File: config.mk
export PLATFORM = sky130hd
export DESIGN_NAME = mole_beat_scheduler
export DESIGN_NICKNAME = d
export VERILOG_FILES = /design/src/rtl/mole_beat_scheduler.sv
export SDC_FILE = /design/constraint.sdc
export NUM_CORES = 1
export LEC_CHECK = 0
export BUFFER_PORTS_ARGS = -buffer_cell sky130_fd_sc_hd__buf_2
export CAP_MARGIN = 20
export CORE_MARGIN = 5
export CORE_UTILIZATION = 49
export DETAILED_ROUTE_END_ITERATION = 12
export HOLD_SLACK_MARGIN = 0.03
export PLACE_DENSITY = 0.85
export SYNTH_ARGS = -nofsm -noshare
export SYNTH_HDL_FRONTEND = slang
export SYNTH_SLANG_ARGS = --single-unit
File: constraint.sdc
create_clock -name clk -period 6.2 [get_ports clk]
set_input_delay 0.31 -clock clk [delete_from_list [all_inputs] [get_ports clk]]
set_output_delay 0.31 -clock clk [all_outputs]
set_load 0.05 [all_outputs]
File: src/rtl/mole_beat_scheduler.sv
// Beat scheduler: queues a mole-spawn request each time the playback address reaches the next beat
// of the active table (preset or DIY), and hands the requests out over a valid/ack FIFO.
module mole_beat_scheduler #(
  parameter int unsigned NUM_BEATS  = 6,
  parameter int unsigned ADDR_W     = 23,
  parameter int unsigned LOC_W      = 4,
  parameter int unsigned FIFO_DEPTH = 4,
  parameter logic [NUM_BEATS*ADDR_W-1:0] PRESET_ADDRS = '0,
  parameter logic [NUM_BEATS*LOC_W-1:0]  PRESET_LOCS  = '0,
  localparam int unsigned IW = $clog2(NUM_BEATS + 1),
  localparam int unsigned CW = $clog2(FIFO_DEPTH) + 1
) (
  input  logic                          clk,
  input  logic                          reset,
  input  logic [ADDR_W-1:0]             music_address,
  input  logic                          using_diy,
  input  logic [NUM_BEATS*ADDR_W-1:0]   diy_addresses,
  input  logic [NUM_BEATS*LOC_W-1:0]    diy_locations,
  input  logic                          mole_ack,
  output logic                          request_mole,
  output logic [LOC_W-1:0]              mole_location,
  output logic [CW-1:0]                 pending_count,
  output logic                          overflow
);

  localparam int unsigned PW    = $clog2(FIFO_DEPTH);
  localparam int unsigned TBL_N = 1 << IW;

  logic [IW-1:0]     ptr_q, ptr_d;
  logic [ADDR_W-1:0] prev_addr_q;
  logic              diy_q, diy_d;
  logic [LOC_W-1:0]  mem_q [FIFO_DEPTH];
  logic [LOC_W-1:0]  mem_d [FIFO_DEPTH];
  logic [PW-1:0]     rd_q, rd_d, wr_q, wr_d;
  logic [CW-1:0]     cnt_q, cnt_d;
  logic              req_q, req_d;
  logic [LOC_W-1:0]  loc_q, loc_d;
  logic              ovf_q, ovf_d;

  logic              tbl_switch, wrap, match, push, pop, full, accept;

  // Active table, padded to a power-of-two depth so ptr always indexes in range
  logic [ADDR_W-1:0] addr_tbl [TBL_N];
  logic [LOC_W-1:0]  loc_tbl  [TBL_N];

  for (genvar g = 0; g < TBL_N; g++) begin : g_tbl
    if (g < NUM_BEATS) begin : g_real
      assign addr_tbl[g] = diy_q ? diy_addresses[g*ADDR_W +: ADDR_W]
                                 : PRESET_ADDRS[g*ADDR_W +: ADDR_W];
      assign loc_tbl[g]  = diy_q ? diy_locations[g*LOC_W +: LOC_W]
                                 : PRESET_LOCS[g*LOC_W +: LOC_W];
    end else begin : g_pad
      assign addr_tbl[g] = '0;
      assign loc_tbl[g]  = '0;
    end
  end

  always_comb begin
    ptr_d = ptr_q;
    diy_d = diy_q;
    mem_d = mem_q;
    rd_d  = rd_q;
    wr_d  = wr_q;
    cnt_d = cnt_q;
    ovf_d = ovf_q;

    tbl_switch = (using_diy != diy_q);
    wrap       = (music_address < prev_addr_q);
    match      = (ptr_q < IW'(NUM_BEATS)) && (music_address >= addr_tbl[ptr_q]);
    push       = match && !tbl_switch && !wrap;
    pop        = req_q && mole_ack && !tbl_switch;
    full       = (cnt_q == CW'(FIFO_DEPTH));
    accept     = push && (!full || pop);

    if (tbl_switch) begin
      // New table: re-arm from entry 0 and discard requests from the old table
      ptr_d = '0;
      diy_d = using_diy;
      rd_d  = '0;
      wr_d  = '0;
      cnt_d = '0;
    end else begin
      if (wrap) begin
        ptr_d = '0;
      end else if (match) begin
        ptr_d = ptr_q + 1'b1;
      end
      if (pop) begin
        rd_d = rd_q + 1'b1;
      end
      if (accept) begin
        mem_d[wr_q] = loc_tbl[ptr_q];
        wr_d        = wr_q + 1'b1;
      end else if (push) begin
        ovf_d = 1'b1;
      end
      case ({accept, pop})
        2'b10:   cnt_d = cnt_q + 1'b1;
        2'b01:   cnt_d = cnt_q - 1'b1;
        default: cnt_d = cnt_q;
      endcase
    end

    // Head is taken from next-state storage so a push into an empty queue is visible at once
    req_d = (cnt_d != '0);
    loc_d = req_d ? mem_d[rd_d] : '0;
  end

  always_ff @(posedge clk) begin
    if (reset) begin
      ptr_q       <= '0;
      prev_addr_q <= '0;
      diy_q       <= using_diy;
      rd_q        <= '0;
      wr_q        <= '0;
      cnt_q       <= '0;
      req_q       <= 1'b0;
      loc_q       <= '0;
      ovf_q       <= 1'b0;
    end else begin
      ptr_q       <= ptr_d;
      prev_addr_q <= music_address;
      diy_q       <= diy_d;
      rd_q        <= rd_d;
      wr_q        <= wr_d;
      cnt_q       <= cnt_d;
      req_q       <= req_d;
      loc_q       <= loc_d;
      ovf_q       <= ovf_d;
    end
  end

  // Storage needs no reset: entries are only read while counted as valid
  always_ff @(posedge clk) begin
    mem_q <= mem_d;
  end

  assign request_mole  = req_q;
  assign mole_location = loc_q;
  assign pending_count = cnt_q;
  assign overflow      = ovf_q;

endmodule
==> flow_summary_export.csv <==
group,metric,value,unit
clock_network,post-cts-setup-buffer-count,0,
clock_network,clk_path_buf_depth,2,
timing,slew_violations,0,
yosys,syn_inst,488,
worst_setup_path,critPathRequiredTime,6.44,ns
die,core-area,9153,sq um
die,die_w,106.3,um
cells_and_area,syn2layout_area_growth,25.65,%
clock_network,cts.sinks,56,
global_routing,first_global_vias,4508,
detailed_routing,via_per_inst,5.492,
die,rows,35,
timing,fin_crit_sh,85.40,%
power_and_ir_drop,p_leak,0.002729,uW
yosys,yosysUniqueCellTypes,52,
detailed_routing,drc,0,
timing,worstMarginPinSlew,0.8539,ns
yosys,ys_warn_count,0,
timing,fin_crit,5.295,ns
worst_setup_path,crit_buf_inv,3,
yosys,synth-seq-cells,56,
clock_network,cts_made_buffers,5,
clock_network,cts_tree,"done",
cells_and_area,num-nets-final,913,
status,status,"finished clean",
yosys,synth-seq-area-share,24.88,%
worst_hold_path,hp-class,"in -> reg",
power_and_ir_drop,vdd_drop_max,93.53,uV
cells_and_area,fillers,787,
global_routing,grt_max_degree,34,
yosys,synth_nets,729,
worst_setup_path,crit_chain,"buf_4, mux4_2, inv_1, o22ai_1, nand2_1, ha_1, nand2_1, o21a_1, o21ai_0, a211o_1, a21o_1, and3_1, inv_1, ha_1, fa_1, xnor2_1, nor2_1, xnor2_1, a21oi_1, o21ai_0, a31oi_1, o221ai_1, o221ai_1",
yosys,synth.most_common_cell,"inv_1",
yosys,netlist_area,4546,sq um
detailed_routing,wl_per_cell,16.93,um
placement,place.port_buffers,197,
yosys,async_reset_ff_share,0,%
global_routing,grt.total_usage,23.45,%
timing,finalClockSkew,0.01019,ns
yosys,synthTopCellsByArea,"dfxtp_1 24%, ha_1 14%, mux4_2 13%, mux2i_1 8.6%, inv_1 5.0%",
die,dieArea,11300,sq um
worst_setup_path,cpPeakStageDelay,0.73,ns
clock_network,htreeDepth,2,
clock_network,ctsResizeCount,0,
yosys,syn_avg_cell_area,9.315,sq um
placement,gp_congestion,0.9343,
timing,fmax,188.9,MHz
detailed_routing,ant_nets,0,
worst_setup_path,path_class,"reg -> reg",
yosys,synth_top_area_cell,"dfxtp_1",
yosys,synth_top_area_share,24.22,%
detailed_routing,vias,4339,
cells_and_area,final_layout_size_suffix_gt1_share,38.48,%
detailed_routing,routed_wl,13380,um
timing,hold_violations,0,
worst_setup_path,end_kind,"flop",
clock_network,clk_pin_slew,0.11,ns
yosys,synth_edf_count,1,
worst_setup_path,cp_data_arrival_time,5.53,ns
global_routing,grt_antenna_before_repair,6,
worst_setup_path,start_kind,"flop",
clock_network,root_buffer,"clkbuf_8",
die,die_height,106.3,um
clock_network,insertion_delay,0.32,ns
worst_setup_path,cp_max_fo,33,
detailed_routing,first_pass_iters,5,
timing,maxSlewHeadroom,43.07,%
cells_and_area,final_util,62.41,%
timing,setup_violations,0,
placement,dp_hpwl,11390,um
worst_setup_path,crit_family,"compound AO/OA/AOI/OAI gates",
worst_setup_path,crit_slowest_cell,"dfxtp_4",
detailed_routing,drt_iter0_drc,145,
yosys,netlist_top_cells_count,"61 x inv_1, 55 x dfxtp_1, 51 x ha_1",
yosys,yosys_most_used_dff,"dfxtp_1",
timing,setup-tns-final,0,ns
global_routing,grt_overflow,0,
flow_run,maxCapViolations,0,
global_routing,grt_pass1_wl,21390,um
die,start_util,49.67,%
clock_network,hold_buffers,0,
timing,rsz0062_at_grt,"no",
die,io-pin-count,198,
power_and_ir_drop,powerDensity,167.1,nW/um^2
-- per-layer routing --
metal	track usage (%)	vias to the layer above	wire length [um]
met4	9.343	0	374
met3	3.764	24	826
li1	-	2122	-
met1	29.04	2016	5463
met2	40.59	177	6711
met5	0	-	0
-- registers in the layout (all words and copies together), names as in the netlist --
name / cells
ptr_q: 3
mole_location: 4
rd_q: 2
request_mole: 1
overflow: 1
pending_count: 3
mem_q: 16
wr_q: 2
diy_q: 1
prev_addr_q: 23
-- layout make-up --
type / instances / area [sq um] / area share [%]
Multi-Input combinational cell: 345 / 3050 / 53.41
Sequential cell: 56 / 1135 / 19.87
Timing Repair Buffer: 203 / 1051 / 18.40
Inverter: 61 / 229.0 / 4.009
Tap cell: 111 / 138.9 / 2.432
Clock buffer: 5 / 68.82 / 1.205
Clock inverter: 3 / 23.77 / 0.4162
Antenna cell: 6 / 15.01 / 0.2629
-- cells by family (layout without fill, tap and decap cells) --
kind of cell	after synthesis	in the layout	synth area share [%]
compound gates	86	86	12.28
xor+xnor	10	10	1.927
fa+ha+maj	52	52	14.48
buf+inv	87	272	8.010
flops	56	56	24.88
mux	74	74	24.28
other cells	0	6	0
simple gates	123	123	14.15
-- metrics by stage --
step                total power, uW  cells  hold WS [ns]  instance area (sq um)  setup slack [ns]
CTS                           960.7    783        0.2180                   5669            0.6877
detailed placement            749.7    775        0.4514                   5577            0.7216
floorplan                     638.3    488        0.3816                   4546             1.509
global placement              735.8    775        0.4470                   5577             1.065
finish                        954.2    790        0.2259                   5712            0.9052
global route                   1015    790        0.2245                   5712            0.4086
-- worst paths after layout --
check                              from                     endpoint  slack (ns)  cells past startpoint
hold / removal                using_diy              diy_q$_DFFE_PP_        0.23                      1
setup / recovery  ptr_q[0]$_SDFFE_PP0N_  mole_location[2]$_SDFF_PP0_        0.91                     23
setup reg to reg  ptr_q[0]$_SDFFE_PP0N_  mole_location[2]$_SDFF_PP0_        0.91                     23
hold reg to reg        mem_q[1]$_DFF_P_             mem_q[1]$_DFF_P_        0.47                      2
-- where the power goes --
part | switching, uW | internal (uW)
clock | 127 | 83.1
sequential | 26.4 | 390
combinational | 152 | 175
total | 305 | 649
-- cells in the final DEF, fill, tap and decap left out, types with 3 or more instances in the layout --
master,count
o221ai_1,8
buf_2,197
nand2_1,36
nand4_1,5
o22ai_1,27
nor2b_1,23
xor2_1,5
diode_2,6
mux2_2,4
a21o_1,6
mux2_4,4
or2_2,4
o21ai_0,8
nor2_1,24
buf_4,5
ha_1,51
nand3_1,7
clkbuf_8,5
mux4_2,27
inv_1,61
a21oi_1,18
a31oi_1,6
mux2i_1,39
dfxtp_1,54
nand2b_1,6
xnor2_1,5
nand3b_1,3
Power figures use the tool's default switching activity.
